<file path="src/rtl/countdown_pkg.sv">
// rtl/countdown_pkg.sv - shared constants and FSM state type for the countdown timer
package countdown_pkg;

  localparam int SEC_MAX_D = 59;
  localparam int MIN_MAX_D = 59;
  localparam int HRS_MAX_D = 23;

  typedef enum logic [1:0] {
    IDLE = 2'd0,
    RUN  = 2'd1,
    DONE = 2'd2
  } state_t;

endpackage

</file>
<file path="src/rtl/countdown_timer_if.sv">
// rtl/countdown_timer_if.sv - control and count bus of the countdown timer
interface countdown_timer_if #(parameter int W = 32);

  logic         io_en;
  logic         io_load;
  logic [W-1:0] io_load_sec;
  logic [W-1:0] io_load_min;
  logic [W-1:0] io_load_hrs;
  logic         io_start;
  logic [W-1:0] io_count_sec;
  logic [W-1:0] io_count_min;
  logic [W-1:0] io_count_hrs;
  logic         io_borrow_sec;
  logic         io_borrow_min;
  logic         io_busy;
  logic         io_done;

  modport master (
    output io_en, io_load, io_load_sec, io_load_min, io_load_hrs, io_start,
    input  io_count_sec, io_count_min, io_count_hrs,
    input  io_borrow_sec, io_borrow_min, io_busy, io_done
  );

  modport slave (
    input  io_en, io_load, io_load_sec, io_load_min, io_load_hrs, io_start,
    output io_count_sec, io_count_min, io_count_hrs,
    output io_borrow_sec, io_borrow_min, io_busy, io_done
  );

endinterface

</file>
<file path="src/rtl/countdown_timer_down_field.sv">
// rtl/countdown_timer_down_field.sv - one clamped, wrapping down-counting time field
module down_field #(
  parameter int           W   = 32,
  parameter logic [W-1:0] MAX = W'(59)
) (
  input  logic         clk,
  input  logic         rst_n,
  input  logic         dec,
  input  logic         load,
  input  logic [W-1:0] load_val,
  output logic [W-1:0] value,
  output logic         borrow_out
);

  always_ff @(posedge clk or negedge rst_n) begin
    if (!rst_n) begin
      value <= '0;
    end else if (load) begin
      value <= (load_val > MAX) ? MAX : load_val;
    end else if (dec) begin
      value <= (value == '0) ? MAX : value - W'(1);
    end
  end

  // Borrow feeds the next field's dec in the same cycle.
  assign borrow_out = dec && (value == '0);

endmodule

</file>
<file path="src/rtl/countdown_timer.sv">
// rtl/countdown_timer.sv - hh:mm:ss countdown timer; COUNTDOWN_PRESCALE_EN adds a tick prescaler
module countdown_timer
  import countdown_pkg::*;
#(
  parameter int SEC_MAX  = SEC_MAX_D,
  parameter int MIN_MAX  = MIN_MAX_D,
  parameter int HRS_MAX  = HRS_MAX_D,
`ifdef COUNTDOWN_PRESCALE_EN
  parameter int PRESCALE = 100,
`endif
  parameter int W        = 32
) (
  input  logic io_clock,
  input  logic io_reset,
  countdown_timer_if.slave bus
);

  state_t       state, next_state;
  logic [W-1:0] sec_val, min_val, hrs_val;
  logic         sec_borrow, min_borrow, hrs_borrow;
  logic         tick, dec_sec, counts_zero, last_tick, start_ok;
  logic         borrow_sec_q, borrow_min_q, busy_q, done_q;

  assign counts_zero = (sec_val == '0) && (min_val == '0) && (hrs_val == '0);
  assign start_ok    = bus.io_start && !bus.io_load && (state == IDLE);

`ifdef COUNTDOWN_PRESCALE_EN
  logic [31:0] psc;

  assign tick = bus.io_en && (state == RUN) && (psc == 32'(PRESCALE - 1));

  always_ff @(posedge io_clock or negedge io_reset) begin
    if (!io_reset) begin
      psc <= '0;
    end else if (bus.io_load || start_ok) begin
      psc <= '0;
    end else if (bus.io_en && (state == RUN)) begin
      psc <= (psc == 32'(PRESCALE - 1)) ? '0 : psc + 32'd1;
    end
  end
`else
  assign tick = bus.io_en && (state == RUN);
`endif

  assign dec_sec   = tick && !bus.io_load;
  // The tick that lands on 00:00:00 enters DONE on the same edge.
  assign last_tick = dec_sec && (sec_val == W'(1)) && (min_val == '0) && (hrs_val == '0);

  down_field #(.W(W), .MAX(W'(SEC_MAX))) u_sec (
    .clk(io_clock), .rst_n(io_reset), .dec(dec_sec), .load(bus.io_load),
    .load_val(bus.io_load_sec), .value(sec_val), .borrow_out(sec_borrow)
  );

  down_field #(.W(W), .MAX(W'(MIN_MAX))) u_min (
    .clk(io_clock), .rst_n(io_reset), .dec(sec_borrow), .load(bus.io_load),
    .load_val(bus.io_load_min), .value(min_val), .borrow_out(min_borrow)
  );

  down_field #(.W(W), .MAX(W'(HRS_MAX))) u_hrs (
    .clk(io_clock), .rst_n(io_reset), .dec(min_borrow), .load(bus.io_load),
    .load_val(bus.io_load_hrs), .value(hrs_val), .borrow_out(hrs_borrow)
  );

  always_ff @(posedge io_clock or negedge io_reset) begin
    if (!io_reset) begin
      state <= IDLE;
    end else begin
      state <= next_state;
    end
  end

  always_comb begin
    next_state = state;
    if (bus.io_load) begin
      next_state = IDLE;
    end else begin
      case (state)
        IDLE:    if (bus.io_start) next_state = counts_zero ? DONE : RUN;
        RUN:     if (last_tick) next_state = DONE;
        DONE:    next_state = DONE;
        default: next_state = IDLE;
      endcase
    end
  end

  always_ff @(posedge io_clock or negedge io_reset) begin
    if (!io_reset) begin
      borrow_sec_q <= 1'b0;
      borrow_min_q <= 1'b0;
      busy_q       <= 1'b0;
      done_q       <= 1'b0;
    end else begin
      borrow_sec_q <= sec_borrow;
      borrow_min_q <= min_borrow;
      busy_q       <= (next_state == RUN);
      done_q       <= (next_state == DONE);
    end
  end

  assign bus.io_count_sec  = sec_val;
  assign bus.io_count_min  = min_val;
  assign bus.io_count_hrs  = hrs_val;
  assign bus.io_borrow_sec = borrow_sec_q;
  assign bus.io_borrow_min = borrow_min_q;
  assign bus.io_busy       = busy_q;
  assign bus.io_done       = done_q;

  logic unused_hrs_borrow;
  assign unused_hrs_borrow = hrs_borrow;

endmodule

</file>
<file path="src/flat_wrapper.sv">
// flat-port wrapper written by rule: the top's interface ports become plain ports
module countdown_timer_flat import countdown_pkg::*;
#(
  parameter int SEC_MAX  = SEC_MAX_D,
  parameter int MIN_MAX  = MIN_MAX_D,
  parameter int HRS_MAX  = HRS_MAX_D,

  parameter int W        = 32
)
  (io_clock, io_reset, bus_io_en, bus_io_load, bus_io_load_sec, bus_io_load_min, bus_io_load_hrs, bus_io_start, bus_io_count_sec, bus_io_count_min, bus_io_count_hrs, bus_io_borrow_sec, bus_io_borrow_min, bus_io_busy, bus_io_done);
  countdown_timer_if #(.W(W)) bus_i ();
  input  logic io_clock;
  input  logic io_reset;
  input wire logic [$bits(bus_i.io_en)-1:0] bus_io_en;
  input wire logic [$bits(bus_i.io_load)-1:0] bus_io_load;
  input wire logic [$bits(bus_i.io_load_sec)-1:0] bus_io_load_sec;
  input wire logic [$bits(bus_i.io_load_min)-1:0] bus_io_load_min;
  input wire logic [$bits(bus_i.io_load_hrs)-1:0] bus_io_load_hrs;
  input wire logic [$bits(bus_i.io_start)-1:0] bus_io_start;
  output wire logic [$bits(bus_i.io_count_sec)-1:0] bus_io_count_sec;
  output wire logic [$bits(bus_i.io_count_min)-1:0] bus_io_count_min;
  output wire logic [$bits(bus_i.io_count_hrs)-1:0] bus_io_count_hrs;
  output wire logic [$bits(bus_i.io_borrow_sec)-1:0] bus_io_borrow_sec;
  output wire logic [$bits(bus_i.io_borrow_min)-1:0] bus_io_borrow_min;
  output wire logic [$bits(bus_i.io_busy)-1:0] bus_io_busy;
  output wire logic [$bits(bus_i.io_done)-1:0] bus_io_done;
  assign bus_i.io_en = bus_io_en;
  assign bus_i.io_load = bus_io_load;
  assign bus_i.io_load_sec = bus_io_load_sec;
  assign bus_i.io_load_min = bus_io_load_min;
  assign bus_i.io_load_hrs = bus_io_load_hrs;
  assign bus_i.io_start = bus_io_start;
  assign bus_io_count_sec = bus_i.io_count_sec;
  assign bus_io_count_min = bus_i.io_count_min;
  assign bus_io_count_hrs = bus_i.io_count_hrs;
  assign bus_io_borrow_sec = bus_i.io_borrow_sec;
  assign bus_io_borrow_min = bus_i.io_borrow_min;
  assign bus_io_busy = bus_i.io_busy;
  assign bus_io_done = bus_i.io_done;
  countdown_timer #(.SEC_MAX(SEC_MAX), .MIN_MAX(MIN_MAX), .HRS_MAX(HRS_MAX), .W(W)) u_core (.io_clock(io_clock), .io_reset(io_reset), .bus(bus_i));
endmodule
</file>
<file path="config.mk">
export PLATFORM = sky130hd
export DESIGN_NAME = countdown_timer_flat
export DESIGN_NICKNAME = d
export VERILOG_FILES = /design/src/rtl/countdown_pkg.sv /design/src/rtl/countdown_timer_if.sv /design/src/rtl/countdown_timer_down_field.sv /design/src/rtl/countdown_timer.sv /design/src/flat_wrapper.sv
export SDC_FILE = /design/constraint.sdc
export NUM_CORES = 1
export LEC_CHECK = 0
export CORE_ASPECT_RATIO = 0.75
export CORE_MARGIN = 4
export CORE_UTILIZATION = 50
export DETAILED_ROUTE_END_ITERATION = 8
export PLACE_DENSITY_LB_ADDON = 0.08
export SYNTH_ARGS = -nofsm -noshare
export SYNTH_HDL_FRONTEND = slang
export SYNTH_SLANG_ARGS = --single-unit
</file>
<file path="constraint.sdc">
create_clock -name io_clock -period 8.95 [get_ports io_clock]
set_input_delay 1.3425 -clock io_clock [delete_from_list [all_inputs] [get_ports io_clock]]
set_output_delay 1.3425 -clock io_clock [all_outputs]
set_load 0.02 [all_outputs]
</file>
Yosys cells after proc, flatten, opt, wreduce, memory -nomap -nowiden
Index checks and enable logic that the tools add are counted.
Widths: inputs -> output; s select.
{ "op_classes": {"mux": 17, "n_reduce_logical": 17, "n_addsub": 3, "n_eq_ne": 5, "magnitude_cmp": 3} }
{ "op_table": {"columns": ["cell", "count"], "rows": [
  ["$mux 32", 12],
  ["$logic_not 32->1", 3],
  ["$sub 32x1->32 const B", 3],
  ["$gt 32x6->1 const B", 2],
  ["$eq 32x1->1 const B", 1],
  ["$gt 32x5->1 const B", 1],
  ["$logic_and 1x1->1", 9],
  ["$mux 2", 4],
  ["$pmux 2 s3", 1],
  ["$reduce_bool 2->1", 3],
  ["$eq 2x1->1 const B", 2],
  ["$eq 2x2->1 const B", 2],
  ["$logic_not 2->1", 1],
  ["$logic_not 1->1", 1]
]} }
{ "word_totals": {"input_bits": 101, "elab_cells": 53, "register_bits": 102} }

Longest topological paths before layout
{ "logic_depth": {"depth_word": 10, "ltp_mapped": 12, "ltp_nobuf": 9} }

Hierarchy
From an unflattened synthesis, not the netlist that was laid out.
{ "unflattened": {"cells_unflattened": 704, "hier_area_um2": 6274.8} }
{ "by_module_without_submodules": {"columns": ["module", "cells_per_inst", "area_per_inst_um2", "instances"], "rows": [
  ["down_field at u_core.u_min ...", 219, 1934.4, 2],
  ["down_field at u_core.u_hrs", 215, 1939.4, 1],
  ["countdown_timer", 51, 466.7, 1]
]} }

Least setup slack after synthesis
No wires, ideal clock.
{ "synth_path": {"path_kind": "input -> register", "start": "input port bus_io_en", "end": "register u_core.u_hrs.value[11]", "arrival_ps": 3110, "path_stages": 9, "path_buffers": 2, "setup_ps": 78, "slack_ps": 5762, "path_cell_list": "and3b_1 clkbuf_1 nand2_1 or4_1 buf_6 clkinv_8 nand2_4 or4_1 a21oi_1"} }
{ "synth_via": {"elab_chain_cells": 5} }
{ "synth_rtl": {"columns": ["element", "line", "text"], "rows": [
  ["from (decl)", "flat_wrapper.sv:14", "input wire logic [$bits(bus_i.io_en)-1:0] bus_io_en;"],
  ["$logic_and 1x1->1", "countdown_timer.sv:42", "assign tick = bus.io_en && (state == RUN);"],
  ["$logic_and 1x1->1", "countdown_timer.sv:45", "assign dec_sec = tick && !bus.io_load;"],
  ["$logic_and 1x1->1 (2 in series)", "countdown_timer_down_field.sv:26", "assign borrow_out = dec && (value == '0);"],
  ["$reduce_bool 2->1 (no source line)", null, null],
  ["to (signal assigned)", "countdown_timer_down_field.sv:19", "value <= (load_val > MAX) ? MAX : load_val;"],
  ["to (signal assigned)", "countdown_timer_down_field.sv:21", "value <= (value == '0) ? MAX : value - W'(1);"],
  ["to (decl)", "countdown_timer_down_field.sv:11", "output logic [W-1:0] value,"]
]} }
Every way passes these cells.
A chain may end at the register's enable or synchronous reset.

Final worst setup path
{ "layout_path": {"start": "input port bus_io_load", "end": "register u_core.u_min.value[4]"} }
{ "layout_via": {"elab_chain_cells": 4, "elab_cells_between_ends": 5, "cone_classes": "mux (1); reduce/logical (4)"} }
{ "layout_rtl": {"columns": ["element", "line", "text"], "rows": [
  ["from (decl)", "flat_wrapper.sv:15", "input wire logic [$bits(bus_i.io_load)-1:0] bus_io_load;"],
  ["$logic_not 1->1", null, null],
  ["$logic_and 1x1->1", "countdown_timer.sv:45", null],
  ["$logic_and 1x1->1", "countdown_timer_down_field.sv:26", null],
  ["$reduce_bool 2->1 (no source line)", null, null],
  ["to (signal assigned)", "countdown_timer_down_field.sv:19", null],
  ["to (signal assigned)", "countdown_timer_down_field.sv:21", null],
  ["to (decl)", "countdown_timer_down_field.sv:11", null]
]} }
Parallel ways exist; a longest one is shown, timed or not.

==> impl_metrics.yaml <==
yosys:
  ys_top_cells_by_count: "dfrtp_1 (102), nor2_1 (84), nand2_1 (70)"
  synthXorXnorAreaFrac: 0.02026
  syn_area_um2: 6053
  ys_types: 64
  synth_fa_ha_area_frac: 0.01240
  synth_top_family_by_area: "simple AND/OR/NAND/NOR gates"
  synth-seq-area-share: 0.4217
  synth-seq-cells: 102
  synthTopCellsByArea: "dfrtp_1 (42%), nor2_1 (5.2%), o21ai_0 (4.8%)"
  synth-simple-area-share: 0.3152
  syn-instance-count: 721
  async_flop_share: 1.000
  synth_ff_type: "dfrtp_1"
  syn_nets: 828
  yosysTopAreaCell: "dfrtp_1"
  yosysMostFrequentCell: "dfrtp_1"
  synth_edf_count: 0
  synth-compound-area-share: 0.1771
  synth_mux_area_frac: 0.01550
  synth_area_per_cell_um2: 8.396
  ys_warn_count: 0
  synth_top_area_share: 0.4217
cts:
  cts_tree: "done"
  cts_buffers: 9
  cts_setup_buffers: 0
  clockBufferDepth: 2
  htreeDepth: 3
  cts_root_buf: "clkbuf_16"
  cts_hold_buf: 0
  clk-insertion-delay-late_ns: 0.35
  cts_num_sinks: 102
  cts_resized: 0
  path_clk_slew_ns: 0.07
floorplanning:
  die_y_um: 103.3
  io_pins: 201
  die_w_um: 135.1
  start_util: 0.5174
  row_count: 34
  die_area_um2: 13950
  fp.coreArea_um2: 11700
global_routing:
  grt.overflow.total: 0
  grt_max_degree: 63
  use_met3: 0.05077
  grt_use_met1: 0.3976
  grt_util_all_layers: 0.2768
  grt.busiest_layer: "met2"
  grt_util_met2: 0.4426
  grt_pass1_wl_um: 31260
  grt_pass1_vias: 6183
  antenna_found_initial: 0
sta:
  skew_ns: 0.007877
  drv_slew: 0
  fmax_mhz: 192.2
  finalSetupViolCount: 0
  rsz0062_at_grt: "false"
  finalHoldViolCount: 0
  slew_headroom: 0.2484
  fin_crit_sh: 0.5812
  worst_hold_slack_ns: 0.5143
  period_minus_slack_ns: 5.202
  fin_ws_ns: 3.748
  tns_ns: 0
  worst_slew_pin_slew_ns: 1.127
hold_path:
  hold_depth: 1
  hp-class: "flip-flop to flip-flop"
  hold_start: "u_core.u_sec.value[30]"
  whs_endpoint: "u_core.u_sec.value[30]"
placed_design:
  dp_slack_ns: 3.465
  port_buffers: 200
  dpl.hpwl_um: 14680
  gp_congestion: 0.9251
  placed_cells: 1059
drt:
  wire_per_inst_um: 18.63
  drt_pass1_iterations: 6
  via_per_inst: 6.244
  via_count: 6712
  post-route-drc-count: 0
  postRouteAntennaNets: 0
  first_iter_violations: 686
  wl_um: 20030
power:
  ir_worst_vdd_mv: 0.09174
  p_per_area_nw_per_um2: 117.0
  p_leak_uw: 0.003420
outcome:
  status: "finished, final reports clean"
worst_setup_path:
  crit-reg2reg-launch: "u_core.u_hrs.value[12]"
  required_ns: 9.19
  cp_max_fo: 50
  critPathKind: "input pin to flip-flop"
  r2r-end: "u_core.u_hrs.value[3]"
  critPathArrivalTime_ns: 5.45
  r2r_slack_ns: 5.30
  cp-start-kind: "input pin"
  reg2reg_depth: 7
  cp-end-kind: "flip-flop"
layout:
  final_util: 0.7250
  insertedDiodeCount: 0
  drive_above_1_share: 0.05257
  stdcell_count: 1075
  syn2layout_area_growth_pct: 40.12
  nNetsFinal: 1015
job:
  drv_cap: 0
==> cell families after synthesis <==
kind of cell / after synthesis
buf+inv: 52
xor+xnor: 14
flops: 102
mux: 9
simple gates: 365
compound gates: 173
fa+ha+maj: 6
==> metal layers <==
| metal | up-vias | share of wire |
|---|---|---|
| li1 | 3108 | - |
| met1 | 3187 | 0.44 |
| met2 | 374 | 0.45 |
| met3 | 43 | 0.089 |
| met4 | 0 | 0.016 |
| met5 | - | 0 |
==> worst max path at each step <==
stage           startpoint                endpoint  slack (ns)  depth (start not counted)
6_report       bus_io_load   u_core.u_min.value[4]        3.75                          9
2_1_floorplan    bus_io_en  u_core.u_hrs.value[11]        5.76                          9
4_1_cts        bus_io_load   u_core.u_min.value[4]        3.83                          9
5_1_grt        bus_io_load   u_core.u_min.value[4]        3.36                          9
3_3_place_gp   bus_io_load   u_core.u_min.value[4]        3.55                          9
3_5_place_dp   bus_io_load   u_core.u_min.value[4]        3.47                          9
==> registers in the layout (all words and copies together), names as in the netlist <==
signal                    cells
u_core.u_hrs.value           32
u_core.u_min.value           32
u_core.u_sec.value           32
u_core.state                  2
u_core.bus.io_borrow_min      1
u_core.bus.io_borrow_sec      1
u_core.bus.io_busy            1
u_core.bus.io_done            1
==> stage by stage <==
| stage | total power [uW] | instance area [um2] |
|---|---|---|
| 4_1_cts | 995.6 | 8482 |
| 6_report | 992.5 | 8482 |
| 5_1_grt | 1024 | 8482 |
| 3_3_place_gp | 592.4 | 8184 |
| 3_5_place_dp | 596.1 | 8184 |
| 2_1_floorplan | 518.2 | 6053 |
==> where the power goes <==
part | switching, uW | internal (uW)
sequential | 7.82 | 466
clock | 185 | 220
combinational | 54.4 | 59.9
==> critical path: stages <==
cell and delay [ns]:
buf_2 0.08, buf_4 0.46, inv_1 0.62, nand2_1 0.60, or4_1 0.69, clkinv_8 0.27, a21oi_1 0.96, o21ai_0 0.24
o21a_1 0.17
==> area by class of cell <==
type	instances	area [um2]
flip-flops and latches	102	2552
repair buffers	209	2062
inverters	19	83.83
multi-input cells	567	3283
fillers	904	3217
clock inverters	6	68.82
clock buffers	10	229.0
well taps	162	202.7
==> cell usage in the layout (no fill, tap or decap), types with 4 or more instances in the layout <==
cell,instances
clkdlybuf4s50_1,198
dfrtp_1,102
nor2_1,84
nand2_1,70
o21ai_0,58
nor4_1,44
nor3_1,38
a21oi_1,37
or3_1,25
nand3_1,25
nand4_1,20
inv_1,18
a31oi_1,18
or4_1,14
xor2_1,10
buf_4,10
o31ai_1,9
clkbuf_16,9
o211ai_1,8
nand3b_1,6
mux2i_1,6
ha_1,6
o22ai_1,5
nor3b_1,4
nor2b_1,4
xnor2_1,4
and3_1,4
a211oi_1,4
Note: power is estimated with default switching activity, not from simulation.
